==> config.mk <==
export PLATFORM = sky130hd
export DESIGN_NAME = fm_buffer_reader_flat
export DESIGN_NICKNAME = d
export VERILOG_FILES = /design/src/rtl/fm_buffer_reader_pkg.sv /design/src/rtl/fm_buffer_reader_if.sv /design/src/rtl/fm_valid_delay.sv /design/src/rtl/fm_buffer_reader.sv /design/src/flat_wrapper.sv
export SDC_FILE = /design/constraint.sdc
export NUM_CORES = 1
export LEC_CHECK = 0
export ABC_AREA = 1
export CORE_UTILIZATION = 54
export DETAILED_ROUTE_END_ITERATION = 10
export PLACE_DENSITY = 0.78
export SYNTH_ARGS = -nofsm -noshare
export SYNTH_HDL_FRONTEND = slang
export SYNTH_SLANG_ARGS = --single-unit
==> constraint.sdc <==
create_clock -name clock -period 3.3 [get_ports clock]
set_input_delay 0.495 -clock clock [delete_from_list [all_inputs] [get_ports clock]]
set_output_delay 0.495 -clock clock [all_outputs]
set_load 0.02 [all_outputs]
==> src/rtl/fm_buffer_reader_pkg.sv <==
// Shared constants, FSM state encoding and width helper for the
// feature-map buffer read controller.
package fm_buffer_reader_pkg;

  // Defaults track the FFN input length and the convolution kernel count.
  localparam int unsigned FM_DEPTH_DEF    = 16;
  localparam int unsigned NUM_KERNELS_DEF = 4;

  typedef logic [2:0] fm_state_t;

  localparam fm_state_t ST_IDLE    = 3'd0;
  localparam fm_state_t ST_READ    = 3'd1;
  localparam fm_state_t ST_DRAIN   = 3'd2;
  localparam fm_state_t ST_RELEASE = 3'd3;
  localparam fm_state_t ST_REARM   = 3'd4;

  // Bits needed to index n items, never less than one.
  function automatic int unsigned fm_clog2(input int unsigned n);
    int unsigned w;
    w = 1;
    while ((64'd1 << w) < 64'(n)) w++;
    return w;
  endfunction

endpackage

==> src/rtl/fm_buffer_reader_if.sv <==
// Control and read-stream signals between the feature-map read controller
// and the write side / matrix-multiply consumer.
interface fm_buffer_reader_if
  import fm_buffer_reader_pkg::*;
#(
  parameter int unsigned ADDR_W = fm_clog2(FM_DEPTH_DEF),
  parameter int unsigned SEL_W  = fm_clog2(NUM_KERNELS_DEF)
) ();

  logic              start;
  logic              hold;
  logic [ADDR_W-1:0] rd_addr;
  logic [SEL_W-1:0]  ram_select;
  logic              rd_valid;
  logic [SEL_W-1:0]  rd_kernel;
  logic              rd_first;
  logic              rd_last;
  logic              busy;
  logic              buffer_release;

  modport master (
    input  start, hold,
    output rd_addr, ram_select, rd_valid, rd_kernel, rd_first, rd_last,
           busy, buffer_release
  );

  modport slave (
    output start, hold,
    input  rd_addr, ram_select, rd_valid, rd_kernel, rd_first, rd_last,
           busy, buffer_release
  );

endinterface

==> src/rtl/fm_valid_delay.sv <==
// Fixed-depth reset-flushed shift register; carries the output tags and
// doubles as a plain delay for the mux select. DEPTH must be at least 1.
module fm_valid_delay #(
  parameter int unsigned DEPTH = 2,
  parameter int unsigned WIDTH = 4
) (
  input  logic             clock,
  input  logic             reset,
  input  logic [WIDTH-1:0] d,
  output logic [WIDTH-1:0] q
);

  logic [WIDTH-1:0] stage_q [DEPTH];
  logic [WIDTH-1:0] stage_d [DEPTH];

  always_comb begin
    stage_d[0] = d;
    for (int unsigned i = 1; i < DEPTH; i++) stage_d[i] = stage_q[i-1];
  end

  always_ff @(posedge clock) begin
    if (reset) begin
      for (int unsigned i = 0; i < DEPTH; i++) stage_q[i] <= '0;
    end else begin
      for (int unsigned i = 0; i < DEPTH; i++) stage_q[i] <= stage_d[i];
    end
  end

  assign q = stage_q[DEPTH-1];

endmodule

==> src/rtl/fm_buffer_reader.sv <==
// Sweeps every (address, kernel) pair of the full feature-map buffers and
// emits a tagged sample stream aligned with the registered read-port mux.
module fm_buffer_reader
  import fm_buffer_reader_pkg::*;
#(
  parameter int unsigned FM_DEPTH    = FM_DEPTH_DEF,
  parameter int unsigned NUM_KERNELS = NUM_KERNELS_DEF,
  parameter int unsigned ADDR_W      = fm_clog2(FM_DEPTH),
  parameter int unsigned SEL_W       = fm_clog2(NUM_KERNELS),
  parameter int unsigned RAM_LATENCY = 1,
  parameter int unsigned MUX_LATENCY = 1
) (
  input  logic               clock,
  input  logic               reset,
  fm_buffer_reader_if.master bus
);

  localparam int unsigned     TAG_LAT   = RAM_LATENCY + MUX_LATENCY;
  localparam int unsigned     TAG_W     = SEL_W + 3;
  localparam logic [ADDR_W-1:0] LAST_ADDR = ADDR_W'(FM_DEPTH - 1);
  localparam logic [SEL_W-1:0]  LAST_SEL  = SEL_W'(NUM_KERNELS - 1);

  fm_state_t         state_q, state_d;
  logic [ADDR_W-1:0] addr_q, addr_d;
  logic [SEL_W-1:0]  sel_q, sel_d;
  logic              release_q, release_d;

  logic              issue;
  logic              issue_first;
  logic              issue_last;
  logic [TAG_W-1:0]  tag_in;
  logic [TAG_W-1:0]  tag_out;

  always_comb begin
    issue       = (state_q == ST_READ) && !bus.hold;
    issue_first = (addr_q == '0) && (sel_q == '0);
    issue_last  = (addr_q == LAST_ADDR) && (sel_q == LAST_SEL);
    tag_in      = issue ? {1'b1, sel_q, issue_first, issue_last} : '0;

    state_d = state_q;
    addr_d  = addr_q;
    sel_d   = sel_q;

    case (state_q)
      ST_IDLE: begin
        if (bus.start) begin
          state_d = ST_READ;
          addr_d  = '0;
          sel_d   = '0;
        end
      end
      ST_READ: begin
        // Counters wrap to zero on the final issue so rd_addr only ever
        // moves on an issue and is already zero for the next sweep.
        if (issue) begin
          if (issue_last) begin
            state_d = ST_DRAIN;
            addr_d  = '0;
            sel_d   = '0;
          end else if (sel_q == LAST_SEL) begin
            sel_d  = '0;
            addr_d = addr_q + ADDR_W'(1);
          end else begin
            sel_d = sel_q + SEL_W'(1);
          end
        end
      end
      ST_DRAIN: begin
        // Last sample on the output means the pipeline empties this edge.
        if (tag_out[TAG_W-1] && tag_out[0]) state_d = ST_RELEASE;
      end
      ST_RELEASE: state_d = ST_REARM;
      ST_REARM: begin
        if (!bus.start) state_d = ST_IDLE;
      end
      default: state_d = ST_IDLE;
    endcase

    release_d = (state_d == ST_RELEASE);
  end

  always_ff @(posedge clock) begin
    if (reset) begin
      state_q   <= ST_IDLE;
      addr_q    <= '0;
      sel_q     <= '0;
      release_q <= 1'b0;
    end else begin
      state_q   <= state_d;
      addr_q    <= addr_d;
      sel_q     <= sel_d;
      release_q <= release_d;
    end
  end

  fm_valid_delay #(
    .DEPTH (TAG_LAT),
    .WIDTH (TAG_W)
  ) u_tag_delay (
    .clock (clock),
    .reset (reset),
    .d     (tag_in),
    .q     (tag_out)
  );

  fm_valid_delay #(
    .DEPTH (RAM_LATENCY),
    .WIDTH (SEL_W)
  ) u_sel_delay (
    .clock (clock),
    .reset (reset),
    .d     (sel_q),
    .q     (bus.ram_select)
  );

  assign bus.rd_addr        = addr_q;
  assign bus.rd_valid       = tag_out[TAG_W-1];
  assign bus.rd_kernel      = tag_out[SEL_W+1:2];
  assign bus.rd_first       = tag_out[1];
  assign bus.rd_last        = tag_out[0];
  assign bus.busy           = (state_q != ST_IDLE);
  assign bus.buffer_release = release_q;

endmodule

==> src/flat_wrapper.sv <==
// flat-port wrapper written by rule: the top's interface ports become plain ports
module fm_buffer_reader_flat import fm_buffer_reader_pkg::*;
#(
  parameter int unsigned FM_DEPTH    = FM_DEPTH_DEF,
  parameter int unsigned NUM_KERNELS = NUM_KERNELS_DEF,
  parameter int unsigned ADDR_W      = fm_clog2(FM_DEPTH),
  parameter int unsigned SEL_W       = fm_clog2(NUM_KERNELS),
  parameter int unsigned RAM_LATENCY = 1,
  parameter int unsigned MUX_LATENCY = 1
)
  (clock, reset, bus_start, bus_hold, bus_rd_addr, bus_ram_select, bus_rd_valid, bus_rd_kernel, bus_rd_first, bus_rd_last, bus_busy, bus_buffer_release);
  fm_buffer_reader_if #(.ADDR_W(ADDR_W), .SEL_W(SEL_W)) bus_i ();
  input  logic clock;
  input  logic reset;
  input wire logic [$bits(bus_i.start)-1:0] bus_start;
  input wire logic [$bits(bus_i.hold)-1:0] bus_hold;
  output wire logic [$bits(bus_i.rd_addr)-1:0] bus_rd_addr;
  output wire logic [$bits(bus_i.ram_select)-1:0] bus_ram_select;
  output wire logic [$bits(bus_i.rd_valid)-1:0] bus_rd_valid;
  output wire logic [$bits(bus_i.rd_kernel)-1:0] bus_rd_kernel;
  output wire logic [$bits(bus_i.rd_first)-1:0] bus_rd_first;
  output wire logic [$bits(bus_i.rd_last)-1:0] bus_rd_last;
  output wire logic [$bits(bus_i.busy)-1:0] bus_busy;
  output wire logic [$bits(bus_i.buffer_release)-1:0] bus_buffer_release;
  assign bus_i.start = bus_start;
  assign bus_i.hold = bus_hold;
  assign bus_rd_addr = bus_i.rd_addr;
  assign bus_ram_select = bus_i.ram_select;
  assign bus_rd_valid = bus_i.rd_valid;
  assign bus_rd_kernel = bus_i.rd_kernel;
  assign bus_rd_first = bus_i.rd_first;
  assign bus_rd_last = bus_i.rd_last;
  assign bus_busy = bus_i.busy;
  assign bus_buffer_release = bus_i.buffer_release;
  fm_buffer_reader #(.FM_DEPTH(FM_DEPTH), .NUM_KERNELS(NUM_KERNELS), .ADDR_W(ADDR_W), .SEL_W(SEL_W), .RAM_LATENCY(RAM_LATENCY), .MUX_LATENCY(MUX_LATENCY)) u_core (.clock(clock), .reset(reset), .bus(bus_i));
endmodule
# == Yosys cells after proc, flatten, opt, wreduce, memory -nomap -nowiden ==
# Memories as Yosys holds them, arrays and structs flattened.
# Index checks and enable logic that the tools add are counted.
# W data, S select, Z words.
# word_totals
mem_count,2
regBits,10
wordCells,57
out_inout_bits,13
ramBits,12
# memory_table
name,depth,word_bits,rd,rd_clocked_by_memory_dff,wr,line_no,source
u_core.u_tag_delay.stage_q,2,5,2,0,2,fm_valid_delay.sv:13,logic [WIDTH-1:0] stage_q [DEPTH];
u_core.u_sel_delay.stage_q,1,2,1,0,1,fm_valid_delay.sv:13,
# op_classes
eq_ne,10
reduce_logical,13
n_bitwise,2
add_sub_neg,2
n_mux,24
# op_table
op,count
$mux W4,4
$mux W3,5
$mux W5,3
$pmux W3 S5,1
$mux W2,5
$eq A3 B2 Y1 const B,3
$pmux W4 S2,1
$add A4 B1 Y4 const B,1
$eq A4 B4 Y1 const B,1
$logic_and A1 B1 Y1,4
$logic_not A4 Y1,1
$mux W1,4
$pmux W2 S2,1
$reduce_and A4 Y1,1
$eq A3 B1 Y1 const B,1
$eq A3 B3 Y1 const B,1
$logic_not A3 Y1,1
$ne A3 B2 Y1 const B,1
$reduce_and A3 Y1,1
$reduce_bool A3 Y1,1
$add A2 B1 Y2 const B,1
$eq A2 B2 Y1 const B,1
$logic_not A2 Y1,1
$ne A2 B1 Y1 const B,1
other kinds (5),6

# == Depth between registers and ports, before layout ==
# depth
ltp_word,6
ltp_mapped,8
mapped_depth_nobuf,8

# == By module ==
# Synthesis repeated with hierarchy kept, for this count alone.
# hier_totals
hier_cells,123
area_unflattened_um2,937.1
# modules_own_cells
module,area_per_inst_um2,instances,cells_per_inst
fm_buffer_reader,595.6,1,86
fm_valid_delay (u_core.u_tag_delay),286.5,1,31
fm_valid_delay (u_core.u_sel_delay),55.1,1,6

# == Worst setup path after synthesis ==
# Ideal clock, no wire load.
# synth_timing
path_kind,reg2reg
startpoint,register u_core.addr_q[0] (netlist: u_core.bus.rd_addr[0])
endpoint,register u_core.addr_q[0] (netlist: u_core.bus.rd_addr[0])
path_slack_ns,1.947
arrival_ns,1.240
setup_time_ns,0.113
stages_incl_launch_ff,9
n_path_buf,0
required_ns,3.187
path_cell_list,dfxtp_1 -> ha_1 -> nand2_1 -> nor2_1 -> inv_1 -> nand2_1 -> nor2_1 -> nor2_1 -> nor2_1
# synth_between
elab_chain_cells,5
elab_cells_between_ends,9
cone_classes,add/sub (1); eq/ne (2); mux (4); reduce/logical (2)
# synth_lines
item,line_no,source
from (decl),fm_buffer_reader.sv:24,"logic [ADDR_W-1:0] addr_q, addr_d;"
from (signal assigned),fm_buffer_reader.sv:90,addr_q <= addr_d;
$add A4 B1 Y4 or $eq A4 B4 Y1 (tied branches),"fm_buffer_reader.sv:62, fm_buffer_reader.sv:37",
$mux W4 or $logic_and A1 B1 Y1 (tied branches),"fm_buffer_reader.sv:60, fm_buffer_reader.sv:37",
$mux W4,fm_buffer_reader.sv:56,if (issue_last) begin
$mux W4,fm_buffer_reader.sv:55,if (issue) begin
$pmux W4 S2,fm_buffer_reader.sv:44,case (state_q)
# Parallel ways exist; a longest one is shown, timed or not. The select of a mux whose other input is x is not followed.
# A chain may end at the register's enable or synchronous reset.

# == Worst setup path in the final report ==
# layout_timing
startpoint,register u_core.state_q[1]
endpoint,output bus_busy
# layout_between
elab_chain_cells,1
# layout_lines
item,line_no,source
from (decl),fm_buffer_reader.sv:23,"fm_state_t state_q, state_d;"
from (signal assigned),fm_buffer_reader.sv:89,state_q <= state_d;
$reduce_bool A3 Y1,fm_buffer_reader.sv:121,assign bus.busy = (state_q != ST_IDLE);
to (decl),flat_wrapper.sv:23,output wire logic [$bits(bus_i.busy)-1:0] bus_busy;
# No other way between the ends.

==> results.txt <==
Pwr per Cell Area - 469.2 nW/um^2
PortBufs - 16
Synth Register Bits - 22
CTS Buf Count - 3
fraction of layout cells with a size suffix above 1 - 0.2014
total negative slack - 0 ns
initial antenna violation count - 0
Skew-Pair Late Insertion Delay - 0.31 ns
critical path startpoint - u_core.state_q[1]
pin count of the biggest net entering global routing - 15
CTS Hold Buffers Added - 0
largest area contributor in the synthesized netlist - dfxtp_1
most common cell in the netlist - nor2_1
Clock Path Buffers - 2
FILL cells - 127
R2R depth - 8
Initial Utilization - 0.6099
most common flop cell mapped by yosys - dfxtp_1
DR top layer - met4
H-tree depth - 1
first-pass GRT wire length - 3118 microns
die height - 44.43 microns
met3 routed WL - 47 microns
startpoint types - flip-flop
Worst Hold Class - flip-flop to flip-flop
vias in the first global route - 770
post-DP HPWL - 1380 microns
hold slack - 0.4161 ns
Avg Cell Area, Syn - 7.777 sq um
Ports - 17
Antenna Nets Post-Route - 0
TritonCTS clock tree - yes
fmax - 0.4933 GHz
Tcrit/Tclk final - 0.6142
GR Overflow Total - 0
cells along the critical path - nor2_2 > nand2_1 > clkdlybuf4s50_1
final setup margin - 1.273 ns
maximum vdd ir drop - 322.8 uV
Syn Inst Count - 125
R2R setup slack - 1.88 ns
CTS clk-pin slew, worst paths - 0.12 ns
post-synthesis cell area - 972.2 sq um
Critical-path top delay cell - clkdlybuf4s50_1
die area - 1974 sq um
# clock sinks - 22
top cell family by delay on the critical path - buffers and inverters
Net count, final - 153
Min-Delay Startpoint - u_core.u_tag_delay.stage_q[0][4]
slowest cell delay on critical path - 0.59 ns
Antenna Cells - 0
Max Cap Viol - 0
Inst Count DP - 164
critical path type - flip-flop to output port
Worst Setup End Kind - output port
Core Region - 1594 sq um
DRC - 0
Setup WS pre-CTS - 1.416 ns
crit path max fanout - 4
status - finished clean
GR Util All Layers - 0.2225
via count - 803
Lkg Pwr - 0.5254 nW
Slew @ Worst Pin - 0.5256 ns
wirelength, routed - 1914 microns
synthesis-to-finish area growth - 24.58%
Final Hold Viols - 0
Critical Path RT - 2.80 ns
DIE WIDTH - 44.43 microns
Synth async-reset ratio - 0
post-synth net total - 133
wl on met1 - 901 microns
Layout Cells excl Fill - 168
Synth Warn # - 0
RSZ-0062 raised after global routing - no
DRT Pass-1 Iters - 4
worst path buffer plus inverter count - 1
root buf cell - clkbuf_4
post-cts sizing count - 0
row cnt - 14
fin. max-slew vios - 0
Setup Viol. Count Final - 0
Worst EP arrival - 1.53 ns
most instantiated cells after synthesis - nor2_1, dfxtp_1, inv_1, nand2_1, nand3_1
drt first-iter violations - 15
largest cells by area after synthesis - dfxtp_1, nor2_1, inv_1
setup bufs post-CTS - 0
Unique masters post-synth - 21
last element of the critical path - bus_busy
met2 wire len - 932 microns
Slew headroom - 0.6485
routability cong. - 0.7863
register area share after synthesis - 0.4530
final total power - 0.5683 mW
EDFF count, synth - 0
reg-to-reg endpoint - u_core.bus.rd_addr[3]
Final Critical Period - 2.027 ns
routed len/inst - 11.39 microns
area share of the largest cell type after synthesis - 0.4530
critical path depth in cells - 3
vias per cell - 4.780
Clock Skew - 0.004378 ns
reg2reg start - u_core.sel_q[0]
worst min-delay path by stage:
stage	cells past startpoint	endpoint	slack, ns
4_1_cts	2	u_core.u_tag_delay.stage_q[0][9]	0.42
2_1_floorplan	2	u_core.u_tag_delay.stage_q[0][5]	0.39
6_report	2	u_core.u_tag_delay.stage_q[0][9]	0.42
3_3_place_gp	2	u_core.u_tag_delay.stage_q[0][5]	0.39
5_1_grt	2	u_core.u_tag_delay.stage_q[0][6]	0.43
3_5_place_dp	2	u_core.u_tag_delay.stage_q[0][6]	0.40
registers in the layout, summed over array words and instances (netlist names):
name                        cells
u_core.u_tag_delay.stage_q     10
u_core.u_sel_delay.stage_q      2
u_core.bus.rd_addr              4
u_core.bus.buffer_release       1
u_core.state_q                  3
u_core.sel_q                    2
final cells by class:
type                    count  area [sq um]  area share
well taps                  24         30.03     0.02479
flip-flops and latches     22         440.4      0.3636
multi-input cells          78         437.9      0.3616
repair buffers             16         160.2      0.1322
clock inverters             1         30.03     0.02479
inverters                  24         90.09     0.07438
clock buffers               3         22.52     0.01860
cells in the final DEF, fill, tap and decap left out, types with 3 or more instances in the layout:
cell             count
inv_2                5
dfxtp_1             22
nand3_1              9
nor2_1              25
clkdlybuf4s50_1     16
nand2_2              6
inv_1               19
nor2_2               4
ha_1                 4
nand2_1             13
clkbuf_4             3
layer usage:
| metal | GRT usage | vias to the layer above |
|---|---|---|
| met5 | 0 | - |
| met4 | 0.09091 | 0 |
| met3 | 0.04898 | 5 |
| met2 | 0.3765 | 13 |
| met1 | 0.2732 | 368 |
| li1 | - | 417 |
kinds of logic after synthesis:
kind of cell,after synthesis,synth area share
and+or+nand+nor,67,0.3514
AOI/OAI and AO/OA,7,0.04762
buffers and inverters,25,0.09653
DFF,22,0.4530
adders and majority gates,4,0.05148
report_power, final:
group | total (mW) | switching (mW) | internal, mW | leakage [nW]
clock network | 0.205 | 0.0821 | 0.123 | 0.0279
registers | 0.283 | 0.00918 | 0.274 | 0.179
logic | 0.0800 | 0.0482 | 0.0319 | 0.319
total | 0.568 | 0.140 | 0.429 | 0.525
per-stage QoR:
stage,area [sq um],util
floorplan,972.2,-
global placement,1159,0.7268
detailed placement,1159,0.7268
CTS,1211,0.7598
global route,1211,0.7598
finish,1211,0.7598
tightest hold or removal path: stages, from the launching register on:
cell and delay [ns]:
dfxtp_1 0.32, inv_1 0.04, nor2_1 0.04
No activity file was read; power rests on OpenSTA's default activity.
